## config.mk

```make
export PLATFORM = sky130hd
export DESIGN_NAME = cipher_frame_sequencer
export DESIGN_NICKNAME = d
export VERILOG_FILES = /design/src/rtl/cipher_frame_sequencer.sv
export SDC_FILE = /design/constraint.sdc
export NUM_CORES = 1
export LEC_CHECK = 0
export ABC_AREA = 1
export BUFFER_PORTS_ARGS = -buffer_cell sky130_fd_sc_hd__buf_2
export CAP_MARGIN = 20
export CORE_ASPECT_RATIO = 0.7
export CORE_MARGIN = 2
export CORE_UTILIZATION = 30
export CTS_CLUSTER_SIZE = 10
export DETAILED_ROUTE_END_ITERATION = 8
export HOLD_SLACK_MARGIN = 0.12
export PLACE_DENSITY_LB_ADDON = 0.1
export SLEW_MARGIN = 20
export SYNTH_ARGS = -nofsm -noshare
export SYNTH_HDL_FRONTEND = slang
export SYNTH_SLANG_ARGS = --single-unit
```

## constraint.sdc

```tcl
create_clock -name clk -period 2.81 [get_ports clk]
set_clock_uncertainty 0.05 [all_clocks]
set_input_delay 0.843 -clock clk [delete_from_list [all_inputs] [get_ports clk]]
set_output_delay 0.843 -clock clk [all_outputs]
set_load 0.01 [all_outputs]
```

## src/rtl/cipher_frame_sequencer.sv

```systemverilog
`default_nettype none
// ============================================================================
// Module      : cipher_frame_sequencer
// Description : Moves 64-bit blocks from the UART receiver through the encrypt
//               or decrypt core and serialises the result to the transmitter.
// Revision    : 1.0 - initial release
// ============================================================================
module cipher_frame_sequencer #(
    parameter int SETTLE_CYCLES  = 7,
    parameter int TIMEOUT_CYCLES = 100000
) (
    input  logic        clk,
    input  logic        rst_n,
    input  logic [7:0]  rx_data,
    input  logic        rx_valid,
    input  logic        mode,
    output logic [63:0] enc_in,
    output logic [63:0] dec_in,
    input  logic [63:0] enc_out,
    input  logic [63:0] dec_out,
    output logic [7:0]  tx_data,
    output logic        tx_start,
    input  logic        tx_busy,
    output logic        busy,
    output logic        block_done,
    output logic        timeout,
    output logic        overrun,
    output logic [15:0] frame_cnt
);

    localparam int TW = (TIMEOUT_CYCLES > 1) ? $clog2(TIMEOUT_CYCLES + 1) : 1;

    typedef enum logic [2:0] {
        RECV      = 3'd0,
        SETTLE    = 3'd1,
        SEND      = 3'd2,
        WAIT_ACK  = 3'd3,
        WAIT_DONE = 3'd4
    } state_t;

    state_t        state;
    logic [2:0]    idx;
    logic [63:0]   rx_buf;
    logic [63:0]   out_buf;
    logic          mode_q;
    logic [7:0]    settle_cnt;
    logic [TW-1:0] to_cnt;
    logic          expire;

    // A partial frame expires once the idle counter has reached the limit.
    assign expire = (TIMEOUT_CYCLES != 0) && (state == RECV) && (idx != 3'd0)
                    && (to_cnt == TW'(TIMEOUT_CYCLES));

    always_ff @(posedge clk or negedge rst_n) begin
        if (!rst_n) begin
            state      <= RECV;
            idx        <= 3'd0;
            rx_buf     <= 64'd0;
            out_buf    <= 64'd0;
            mode_q     <= 1'b1;
            settle_cnt <= 8'd0;
            to_cnt     <= '0;
            enc_in     <= 64'd0;
            dec_in     <= 64'd0;
            tx_data    <= 8'd0;
            tx_start   <= 1'b0;
            busy       <= 1'b0;
            block_done <= 1'b0;
            timeout    <= 1'b0;
            overrun    <= 1'b0;
            frame_cnt  <= 16'd0;
        end else begin
            tx_start   <= 1'b0;
            block_done <= 1'b0;
            timeout    <= 1'b0;

            if (rx_valid && state != RECV)
                overrun <= 1'b1;

            case (state)
                RECV: begin
                    if (expire)
                        timeout <= 1'b1;
                    if (rx_valid) begin
                        to_cnt <= '0;
                        if (expire) begin
                            // Byte arriving on the expiry cycle opens a new frame.
                            rx_buf[63:56] <= rx_data;
                            idx           <= 3'd1;
                        end else if (idx == 3'd7) begin
                            mode_q      <= mode;
                            rx_buf[7:0] <= rx_data;
                            if (mode)
                                enc_in <= {rx_buf[63:8], rx_data};
                            else
                                dec_in <= {rx_buf[63:8], rx_data};
                            idx        <= 3'd0;
                            settle_cnt <= 8'd0;
                            busy       <= 1'b1;
                            state      <= SETTLE;
                        end else begin
                            rx_buf[{~idx, 3'b111} -: 8] <= rx_data;
                            idx <= idx + 3'd1;
                        end
                    end else if (expire) begin
                        idx    <= 3'd0;
                        to_cnt <= '0;
                    end else if (idx != 3'd0 && TIMEOUT_CYCLES != 0) begin
                        to_cnt <= to_cnt + 1'b1;
                    end
                end

                SETTLE: begin
                    if (settle_cnt == 8'(SETTLE_CYCLES - 1)) begin
                        out_buf <= mode_q ? enc_out : dec_out;
                        state   <= SEND;
                    end else begin
                        settle_cnt <= settle_cnt + 8'd1;
                    end
                end

                SEND: begin
                    if (!tx_busy) begin
                        tx_data  <= out_buf[{~idx, 3'b111} -: 8];
                        tx_start <= 1'b1;
                        state    <= WAIT_ACK;
                    end
                end

                WAIT_ACK: begin
                    if (tx_busy)
                        state <= WAIT_DONE;
                end

                WAIT_DONE: begin
                    if (!tx_busy) begin
                        if (idx == 3'd7) begin
                            idx        <= 3'd0;
                            block_done <= 1'b1;
                            frame_cnt  <= frame_cnt + 16'd1;
                            busy       <= 1'b0;
                            state      <= RECV;
                        end else begin
                            idx   <= idx + 3'd1;
                            state <= SEND;
                        end
                    end
                end

                default: begin
                    busy  <= 1'b0;
                    state <= RECV;
                end
            endcase
        end
    end

endmodule
`default_nettype wire
```

==> impl_results.md <==
* Drt via density at 4.798
* CTS clk-pin slew, worst paths at 60 ps
* Hpwl dp at 34.91 mm
* I/O Buffers at 297
* Rel. slew slack at 48.51%
* Post-CTS setup buffers at 0
* Final min period at 2446 ps
* Core Util, Final at 37.52%
* # hold bufs at CTS at 0
* PnR worst setup slack at 363.8 ps
* Synthesis-to-finish area growth at 22.96%
* Die height at 186.1 um
* Fin Hold WS at 204.2 ps
* Antenna diodes at 0
* CTS H-Tree Depth at 2
* Syn_nets at 1920
* Slew @ Worst Pin at 769.5 ps
* Initial Util at 30.52%
* Synth Cell Area at 14210 um2
* Gate Count Post-Synth at 1768
* CP Launch Point: idx[0]
* WL/cell at 18.02 um
* Setup violators final at 0
* Vias in the first global route at 12739
* Overall power at 11.87 mW
* Fin nets at 2201
* GP Congestion at 0.8427
* Largest net degree at the start of global routing at 129
* Placed Area at 16430 um2
* Max rail drop VDD at 364.4 uV
* Hold/Removal Path Class: in2async
* Post-synthesis cell type count at 40
* Initial antenna violation count at 0
* Die Area at 49160 um2
* CP max FO at 37
* Io pins at 298
* Die span in x at 264.2 um
* RSZ-0062 raised after global routing: false
* Core Region at 46570 um2
* Setup tns final at 0 ps
* Layout cells sized above 1 at 19.53%
* Final hold vios at 0
* Gr usage total at 19.74%
* Leak pwr at 9.241 nW
* Root Driver: clkbuf_16
* Setup CP Type: reg2reg
* Max_cap viols at 0
* Via count at 12810
* Outcome: completed
* F_max at 0.4088 GHz
* CP Capture Type: flop
* Slew Viols, Final at 0
* Post-CTS Resized at 0
* Post-Layout Cell Count at 2670
* Part of the cycle the worst path needs at 87.05%
* Worst setup SP type: flop
* Power per cell area at 679.5 nW/um2
* TritonCTS clock tree: built
* Design Area, Final at 17480 um2
* Post-DRT Antenna Nets at 0
* Reg2reg start: idx[0]
* Fillers at 4902
* Ys Warns at 0
* Clock Path Buffers at 3
* DRT Pass-1 Iters at 5
* CTS Sinks at 309
* Number of CTS-inserted buffers at 37
* Iter 0 DRT Violations at 873
* Register area share after synthesis at 54.42%
* WL final at 48.11 mm
* Pre-CTS WS at 364.2 ps
* # DRC at 0
* Worst EP required at 3220 ps
* Worst-skew pair later-pin latency at 540 ps
* Dpl cells at 2622
* Total gr overflow at 0
* Mean post-synth cell area at 8.039 um2
* FF+latch count, synth at 309
* First-pass GRT wire length at 75.88 mm
* Worst Path Arrival at 2850 ps
* Core Rows at 66
path summary, 6_finish.rpt:
kind | end | slack, ps | cells after the start
max reg2reg | enc_in[44] | 360 | 10
min | to_cnt[1] | 200 | 1
min in group clk | enc_in[0] | 410 | 2
max in group asynchronous | rx_buf[35] | 1810 | 2
min reg2reg | enc_in[0] | 410 | 2
max | enc_in[44] | 360 | 10
layout by cell type, fill, tap and decap left out, types with 2 or more instances in the layout:
cell / netlist / routed
nand2_2: 4 / 4
nand4_1: 17 / 17
nor3_1: 25 / 24
a21oi_1: 3 / 3
buf_4: 16 / 24
nor2_2: 7 / 5
xnor2_1: 6 / 6
nor2_1: 178 / 178
clkbuf_16: 0 / 39
nand3_1: 55 / 55
nand3b_1: 3 / 3
clkinv_1: 2 / 2
nor2_4: 3 / 5
inv_2: 3 / 4
o21ai_1: 13 / 13
clkbuf_1: 45 / 5
buf_12: 0 / 9
dfrtp_1: 308 / 307
a31oi_1: 64 / 64
inv_1: 62 / 61
nand2_1: 719 / 719
o21ai_0: 157 / 157
clkbuf_8: 0 / 3
o221ai_1: 16 / 16
buf_2: 20 / 296
o21bai_1: 3 / 3
xor2_1: 8 / 8
ha_1: 11 / 11
Yosys cell counts (all sizes together):
master / instances / share of area (%)
a21boi: 1 / 0.053
a21oi: 4 / 0.17
a31oi: 64 / 2.8
and2: 1 / 0.044
buf: 39 / 1.6
clkbuf: 49 / 1.3
clkinv: 2 / 0.053
dfrtp: 308 / 54
dfstp: 1 / 0.18
ha: 11 / 0.97
inv: 66 / 1.8
mux2: 1 / 0.079
nand2: 725 / 19
nand3: 56 / 2.0
nand3b: 3 / 0.16
nand4: 17 / 0.75
nor2: 188 / 5.2
nor3: 26 / 0.99
o211ai: 1 / 0.053
o21a: 1 / 0.053
o21ai: 170 / 6.0
o21bai: 3 / 0.16
o221ai: 16 / 0.99
or2: 1 / 0.044
xnor2: 6 / 0.37
xor2: 8 / 0.49
routing by layer:
layer / track usage [%] / wire length, um / part of all wire (%) / up-vias
met5: 0 / 0 / 0 / -
met4: 4.545 / 923 / 1.9 / 0
met3: 3.969 / 2724 / 5.7 / 53
met2: 29.33 / 20430 / 42 / 340
met1: 29.42 / 24030 / 50 / 6140
li1: - / - / - / 6277
where the power goes:
group          switching, mW  internal, mW
clock                   1.86          2.55
sequential             0.382          4.83
combinational           1.58         0.677
registers in the layout, summed over array words and instances, names as in the netlist, 8 cells and up:
| signal | count |
|---|---|
| rx_buf | 56 |
| settle_cnt | 8 |
| out_buf | 64 |
| enc_in | 64 |
| to_cnt | 17 |
| frame_cnt | 16 |
| tx_data | 8 |
| dec_in | 64 |
cell type report:
class,instances,area [um2],area share (%)
flip-flops and latches,309,7735,44.26
multi-input cells,1303,5816,33.28
repair buffers,330,1857,10.63
clock buffers,47,1036,5.928
well taps,612,765.7,4.382
inverters,68,257.7,1.475
clock inverters,1,8.758,0.05012
cells by family after synthesis:
logic type,Yosys count,synth area share (%)
AND/OR/NAND/NOR,1017,28.63
flip-flops,309,54.42
AO/OA/AOI/OAI,260,10.27
buffers and inverters,156,4.772
XOR/XNOR,14,0.8628
adder cells (fa/ha/maj),11,0.9684
multiplexers,1,0.07923
worst max-delay path: stages, from the launching register on:
cell and delay (ps):
dfrtp_2 420, ha_1 230, ha_1 230, inv_1 280
nor2_4 70, nand2_2 160, nor2_4 50, inv_2 410
buf_12 280, nand2_1 70, nand2_1 70
No activity file was read; power rests on OpenSTA's default activity.
